## config.mk

```make
export PLATFORM = sky130hd
export DESIGN_NAME = serial_rx_frame
export DESIGN_NICKNAME = d
export VERILOG_FILES = /design/src/rtl/serial_rx_pkg.sv /design/src/rtl/serial_rx_shift.sv /design/src/rtl/serial_rx_frame.sv
export SDC_FILE = /design/constraint.sdc
export NUM_CORES = 1
export LEC_CHECK = 0
export CORE_AREA = 2 2 70 59
export DETAILED_ROUTE_END_ITERATION = 16
export DIE_AREA = 0 0 72 61
export GPL_TIMING_DRIVEN = 0
export PLACE_DENSITY = 0.57
export SYNTH_ARGS = -nofsm -noshare
export SYNTH_HDL_FRONTEND = slang
export SYNTH_HIERARCHICAL = 1
export SYNTH_SLANG_ARGS = --single-unit
```

## constraint.sdc

```tcl
create_clock -name clk -period 1.7 [get_ports clk]
set_input_delay 0.51 -clock clk [delete_from_list [all_inputs] [get_ports clk]]
set_output_delay 0.51 -clock clk [all_outputs]
set_load 0.01 [all_outputs]
```

## src/rtl/serial_rx_pkg.sv

```systemverilog
// Shared types and line-level constants for the serial frame receiver.
// The PARITY and PERR states exist only when SERIAL_RX_PARITY_EN is defined.
// Encodings are fixed so state values look the same in both builds.
package serial_rx_pkg;

    localparam logic LINE_IDLE = 1'b1;
    localparam logic START_LVL = 1'b0;

    typedef enum logic [2:0] {
        ST_IDLE   = 3'd0,
        ST_DATA   = 3'd1,
`ifdef SERIAL_RX_PARITY_EN
        ST_PARITY = 3'd2,
`endif
        ST_STOP   = 3'd3,
        ST_DONE   = 3'd4,
`ifdef SERIAL_RX_PARITY_EN
        ST_PERR   = 3'd5,
`endif
        ST_FERR   = 3'd6,
        ST_FWAIT  = 3'd7
    } serial_rx_state_t;

endpackage

```

## src/rtl/serial_rx_shift.sv

```systemverilog
// Datapath for the serial receiver: shift register, bit counter and the
// serially accumulated parity bit.
// Optional feature: SERIAL_RX_PARITY_EN keeps the parity accumulator.
// Ports:
//   clk, reset    - clock, synchronous active-high reset
//   clr           - start of a frame: clear counter, word and parity
//   shift_en      - store `in` at position cnt and advance cnt
//   par_cap       - fold the received parity bit into the accumulator
//   in            - serial line
//   word          - assembled data word (bit 0 = first bit received)
//   last_bit_c    - counter points at the final data bit
//   parity_ok_c   - accumulated parity matches the configured sense
module serial_rx_shift #(
    parameter int unsigned DATA_BITS  = 8,
    parameter int unsigned PARITY_ODD = 0
) (
    input  logic                 clk,
    input  logic                 reset,
    input  logic                 clr,
    input  logic                 shift_en,
    input  logic                 par_cap,
    input  logic                 in,
    output logic [DATA_BITS-1:0] word,
    output logic                 last_bit_c,
    output logic                 parity_ok_c
);

    localparam int unsigned CNT_W = $clog2(DATA_BITS);

    logic [DATA_BITS-1:0] word_q, word_d;
    logic [CNT_W-1:0]     cnt_q, cnt_d;

    // Bit-indexed capture; the counter is cleared at every start bit.
    always_comb begin
        word_d = word_q;
        cnt_d  = cnt_q;
        if (clr) begin
            word_d = '0;
            cnt_d  = '0;
        end else if (shift_en) begin
            word_d[cnt_q] = in;
            cnt_d         = cnt_q + CNT_W'(1);
        end
    end

    always_ff @(posedge clk) begin
        if (reset) begin
            word_q <= '0;
            cnt_q  <= '0;
        end else begin
            word_q <= word_d;
            cnt_q  <= cnt_d;
        end
    end

    assign word       = word_q;
    assign last_bit_c = (cnt_q == CNT_W'(DATA_BITS - 1));

`ifdef SERIAL_RX_PARITY_EN
    logic par_q, par_d;

    // Running XOR of every data bit and the parity bit.
    always_comb begin
        par_d = par_q;
        if (clr) begin
            par_d = 1'b0;
        end else if (shift_en || par_cap) begin
            par_d = par_q ^ in;
        end
    end

    always_ff @(posedge clk) begin
        if (reset) begin
            par_q <= 1'b0;
        end else begin
            par_q <= par_d;
        end
    end

    assign parity_ok_c = (par_q == 1'(PARITY_ODD));
`else
    logic unused_par_cfg;

    assign unused_par_cfg = par_cap ^ 1'(PARITY_ODD);
    assign parity_ok_c    = 1'b1;
`endif

endmodule

```

## src/rtl/serial_rx_frame.sv

```systemverilog
// Serial frame receiver: start bit, DATA_BITS data bits LSB-first, optional
// parity bit, stop bit. One bit per clock, back-to-back frames supported.
// Optional feature: SERIAL_RX_PARITY_EN adds the parity bit and parity_err.
// Ports:
//   clk, reset  - clock, synchronous active-high reset
//   in          - serial line, idle high
//   done        - one-cycle pulse for a good frame
//   out_data    - data of the last good frame
//   frame_err   - one-cycle pulse when the stop bit reads 0
//   parity_err  - one-cycle pulse on a parity mismatch with a good stop bit
module serial_rx_frame
    import serial_rx_pkg::*;
#(
    parameter int unsigned DATA_BITS  = 8,
    parameter int unsigned PARITY_ODD = 0
) (
    input  logic                 clk,
    input  logic                 reset,
    input  logic                 in,
    output logic                 done,
    output logic [DATA_BITS-1:0] out_data,
    output logic                 frame_err,
    output logic                 parity_err
);

    serial_rx_state_t state_q, state_d;

    logic                 clr_c;
    logic                 shift_en_c;
    logic                 par_cap_c;
    logic [DATA_BITS-1:0] word;
    logic                 last_bit_c;
    logic                 parity_ok_c;

    logic                 done_q, done_d;
    logic                 frame_err_q, frame_err_d;
    logic                 parity_err_q, parity_err_d;
    logic [DATA_BITS-1:0] out_data_q, out_data_d;

    serial_rx_shift #(
        .DATA_BITS  (DATA_BITS),
        .PARITY_ODD (PARITY_ODD)
    ) u_shift (
        .clk         (clk),
        .reset       (reset),
        .clr         (clr_c),
        .shift_en    (shift_en_c),
        .par_cap     (par_cap_c),
        .in          (in),
        .word        (word),
        .last_bit_c  (last_bit_c),
        .parity_ok_c (parity_ok_c)
    );

`ifndef SERIAL_RX_PARITY_EN
    logic unused_parity_ok;
    assign unused_parity_ok = parity_ok_c;
`endif

    // Next-state and datapath control.
    always_comb begin
        state_d    = state_q;
        clr_c      = 1'b0;
        shift_en_c = 1'b0;
        par_cap_c  = 1'b0;
        case (state_q)
            ST_IDLE: begin
                if (in == START_LVL) begin
                    state_d = ST_DATA;
                    clr_c   = 1'b1;
                end
            end
            ST_DATA: begin
                shift_en_c = 1'b1;
                if (last_bit_c) begin
`ifdef SERIAL_RX_PARITY_EN
                    state_d = ST_PARITY;
`else
                    state_d = ST_STOP;
`endif
                end
            end
`ifdef SERIAL_RX_PARITY_EN
            ST_PARITY: begin
                par_cap_c = 1'b1;
                state_d   = ST_STOP;
            end
`endif
            ST_STOP: begin
                if (in == LINE_IDLE) begin
`ifdef SERIAL_RX_PARITY_EN
                    state_d = parity_ok_c ? ST_DONE : ST_PERR;
`else
                    state_d = ST_DONE;
`endif
                end else begin
                    state_d = ST_FERR;
                end
            end
            // A start bit in the result cycle begins the next frame directly.
            ST_DONE: begin
                if (in == START_LVL) begin
                    state_d = ST_DATA;
                    clr_c   = 1'b1;
                end else begin
                    state_d = ST_IDLE;
                end
            end
`ifdef SERIAL_RX_PARITY_EN
            ST_PERR: begin
                if (in == START_LVL) begin
                    state_d = ST_DATA;
                    clr_c   = 1'b1;
                end else begin
                    state_d = ST_IDLE;
                end
            end
`endif
            ST_FERR: begin
                state_d = (in == LINE_IDLE) ? ST_IDLE : ST_FWAIT;
            end
            // Swallow a stuck-low line so it reports only one frame error.
            ST_FWAIT: begin
                if (in == LINE_IDLE) begin
                    state_d = ST_IDLE;
                end
            end
            default: begin
                state_d = ST_IDLE;
            end
        endcase
    end

    // Registered Moore outputs, decoded from the state being entered.
    always_comb begin
        done_d       = (state_d == ST_DONE);
        frame_err_d  = (state_d == ST_FERR);
`ifdef SERIAL_RX_PARITY_EN
        parity_err_d = (state_d == ST_PERR);
`else
        parity_err_d = 1'b0;
`endif
        out_data_d   = out_data_q;
        if (state_d == ST_DONE) begin
            out_data_d = word;
        end
    end

    always_ff @(posedge clk) begin
        if (reset) begin
            state_q      <= ST_IDLE;
            done_q       <= 1'b0;
            frame_err_q  <= 1'b0;
            parity_err_q <= 1'b0;
            out_data_q   <= '0;
        end else begin
            state_q      <= state_d;
            done_q       <= done_d;
            frame_err_q  <= frame_err_d;
            parity_err_q <= parity_err_d;
            out_data_q   <= out_data_d;
        end
    end

    assign done       = done_q;
    assign frame_err  = frame_err_q;
    assign parity_err = parity_err_q;
    assign out_data   = out_data_q;

endmodule

```

Word level (Yosys, flattened, before mapping)
Index checks and enable logic that the tools add are counted.

Bits in read-only memories: 0. Bits of input ports: 3. Logic and storage cells: 34. Memories kept: 0. Output and inout port bits: 11. Register bits: 24. Latch bits: 0. RAM bits: 0.

Bitwise gates (word level): 0. $lt $le $gt $ge: 2. Shift operators: 0. Add/subtract/negate cells: 1. Divide/modulo/power cells: 0. Multipliers: 0. Muxes and demuxes: 13. Reductions and logical operators: 4. Eq/ne operators: 8.

Operator list (count): 3-bit equality test, second input constant (6); 3-bit case mux with 6 select lines (1); 3-bit 2-to-1 mux (4); 8-bit bitwise mux (1); 1-bit 2-to-1 mux (5); 3-bit by 4-bit < comparator with 1-bit output, second input constant (1); 2-bit OR reduction (2); 3-bit by 1-bit adder with 3-bit output, second input constant (1); 1-bit demux with 3-bit select (1); 3-bit by 1-bit equality test with 1-bit output, second input constant (1); 3-bit by 2-bit equality test with 1-bit output, second input constant (1); 3-bit by 1-bit greater-or-equal comparator with 1-bit output, second input constant (1); 3-bit logical NOT (1); 2-bit 2-to-1 mux (1); 1-bit logical AND (1).

Logic depth before layout (Yosys ltp)
Depth after elaboration: 5. Depth in mapped cells: 5. Depth with buffers taken out: 4.

Hierarchy
The synthesis kept the hierarchy.

By module, submodules not included: serial_rx_shift (seq. area each 220.2 sq um, area each 571.8 sq um, times used 1, cells each 51); serial_rx_frame (seq. area each 260.2 sq um, area each 499.2 sq um, times used 1, cells each 60).

Worst setup path after synthesis
No wires, ideal clock.

Path type: reg-to-reg. From: reg state_q[1]. To: reg u_shift.word_q[0] (netlist: u_shift/word[0]). Data arrival time: 1.295 ns. Data required time: 1.628 ns. Slack: 0.333 ns. Clock period less this slack: 1.367 ns. Stages on the path, launching flop included: 6. Cell sequence: dfxtp_1 buf_4 nor3b_2 buf_2 nor4b_2 mux2i_1.

Elaborated cells between the ends (all ways): 7.

RTL lines: from (decl) (line serial_rx_frame.sv:26) `serial_rx_state_t state_q, state_d;`; from (signal assigned) (line serial_rx_frame.sv:157) `state_q <= state_d;`; 3-bit by 1-bit equality test with 1-bit output (line serial_rx_frame.sv:66) `case (state_q)`; 1-bit 2-to-1 mux (line serial_rx_frame.sv:66); via shift_en_c (line serial_rx_frame.sv:29) `logic shift_en_c;`; to (signal assigned) (line serial_rx_shift.sv:51) `word_q <= word_d;`; to (decl) (line serial_rx_shift.sv:30) `logic [DATA_BITS-1:0] word_q, word_d;`.

The timed path passes the listed nets, and every way through them passes these cells. A chain may end at the register's enable or synchronous reset.

Worst setup path in the final report
From: reg out_data_q[4] (netlist: out_data[4]). To: out out_data[4].

RTL lines: from (decl) (line serial_rx_frame.sv:38) `logic [DATA_BITS-1:0] out_data_q, out_data_d;`; from (signal assigned) (line serial_rx_frame.sv:161) `out_data_q <= out_data_d;`; to (decl) (line serial_rx_frame.sv:21) `output logic [DATA_BITS-1:0] out_data,`.

No word-level cell between the ends.

==> flow_summary.ini <==
[outcome]
status = completed

[synth]
ys_warn_count = 6
syn_area_um2 = 1060
syn_area_per_cell_um2 = 9.723
syn-num-nets = 114
synth_cells = 109

[place]
placed_area_um2 = 1235
port_buffers = 12
gpl.final_weighted_congestion = 0.6928
place_hpwl_um = 1476
pre_cts_ws_ps = -271.7

[hold_path]
worstHoldEndpoint = out_data[2]
hold_class = reg2reg
hold_depth = 2
min_from = u_shift/word[2]

[sta]
setup_viol = 0
fmax_ghz = 0.6064
whs_ps = 453.5
hold_viol = 0
fin_skew_ps = 7.359
fin_crit_sh_pct = 97.00
setup_ws_ps = 50.93
finalCriticalPeriod_ps = 1649
tns_ps = 0
rsz0062_at_grt = no
drv_slew = 0

[detailed_routing]
drt-met1-wl_um = 1020
dr.pass1.iters = 4
met3_length_um = 100
drc = 0
dr_total_vias = 816
first_iter_violations = 30
met2_length_um = 1003
drtAntennaViolNets = 0
viasPerCell = 4.857
wl_per_cell_um = 12.64
routed.top_layer = met3
routed_wl_um = 2123

[clocking]
htreeDepth = 1
cts_sinks = 24
cts-buffers-inserted = 3
clk_latency_ps = 270
clock_path_buffers = 2
clk_root_buffer_cell = clkbuf_8
cts_tree = yes
post-cts-setup-buffer-count = 0
clk_transition_reported_paths_ps = 80

[worst_setup_path]
cp_top_family = buffers and inverters
critPathBufInv = 1
ff2ff_setup_slack_ps = 180
r2r_end = u_shift/word[0]
path_class = reg2out
path_cells = clkdlybuf4s50_1
cp.depth = 1
timing.rr.start = state_q[1]
worstPathRequired_ps = 1190
cp_slowest_cell = clkdlybuf4s50_1
cp_slowest_stage_delay_ps = 540
reg2reg_depth = 5
cp.arrival_ps = 1140
path_max_fanout = 2
critPathCaptureType = output pin
startpoint_type = flip-flop

[cells_and_area]
fill_cells = 376
fin_nets = 131
design_area_um2 = 1292
area_delta_synth_final_pct = 21.96
antennaDiodeCount = 0
layout-drive-gt1-share_pct = 14.52

[grt]
grt_usage_pct = 11.01
grt_pass1_wl_um = 3767
antenna_found_initial = 0
grt_max_degree = 13
first_global_vias = 840
gr-total-overflow = 0

[power]
leakage_uw = 0.0005211
power_density_nw_per_um2 = 775.7
ir_drop_mv = 0.3161

[die]
start_util_pct = 28.81
dieArea_um2 = 4392
rows = 20
die_w_um = 72
pin_count = 14
chipHeight_um = 61
placeableCoreArea_um2 = 3679

[flow_run]
cap_violations = 0
[flip-flops by register name (all words and copies together) (netlist names)]
signal / flops
done: 1
frame_err: 1
out_data: 8
state_q: 3
u_shift/cnt_q: 3
u_shift/word: 8
[layout by cell type (no fill, tap or decap), drive strengths merged, types with 4 or more instances in the layout]
| cell | instances |
|---|---|
| or3b | 9 |
| buf | 6 |
| dfxtp | 24 |
| clkdlybuf4s50 | 8 |
| nand2 | 18 |
| a21oi | 11 |
| nor3 | 5 |
| nand4b | 4 |
| clkbuf | 6 |
| mux2i | 10 |
[per-stage QoR]
stage / total power (µW) / std cells / util [%]
4_1_cts: 1016 / 168 / 34.66
3_3_place_gp: 674.2 / 165 / 33.57
5_1_grt: 1053 / 168 / 35.14
2_1_floorplan: 652.7 / 109 / -
6_report: 1003 / 168 / 35.14
3_5_place_dp: 678.4 / 165 / 33.57
[layer usage]
metal  vias to the layer above  GRT usage (%)
met4                         0          2.426
met1                       389          12.97
li1                        413              -
met5                         -              0
met3                         0          4.153
met2                        14          19.44
[final cells by class]
class	count	area [µm²]	share of cell area, %
Sequential cell	24	481.7	37.27
Tap cell	44	55.05	4.259
Inverter	1	3.754	0.2904
Buffer	9	56.30	4.356
Clock buffer	3	41.29	3.195
Timing Repair Buffer	12	126.4	9.777
Multi-Input combinational cell	75	528.0	40.85
[worst max path at each step]
stage,slack (ps),end,start
after global placement,-280,u_shift/word[0],in
after detailed placement,-270,u_shift/word[3],in
final,50,out_data[4],out_data[4]
after global routing,0.2,out_data[4],out_data[4]
after CTS,20,out_data[6],out_data[6]
after floorplan,330,u_shift/word[0],state_q[1]
[power by group]
part           leakage [µW]  switching, µW  internal [µW]
Combinational      0.000306           49.8           40.4
Sequential         0.000194           8.35            570
Clock             0.0000216            176            158
[repair_timing]
action / in CTS / in global routing
resized for setup: 1 / 6
setup endpoints to repair: 2 / 6
hold buffers: 0 / 0
(Power assumes the default switching activity.)
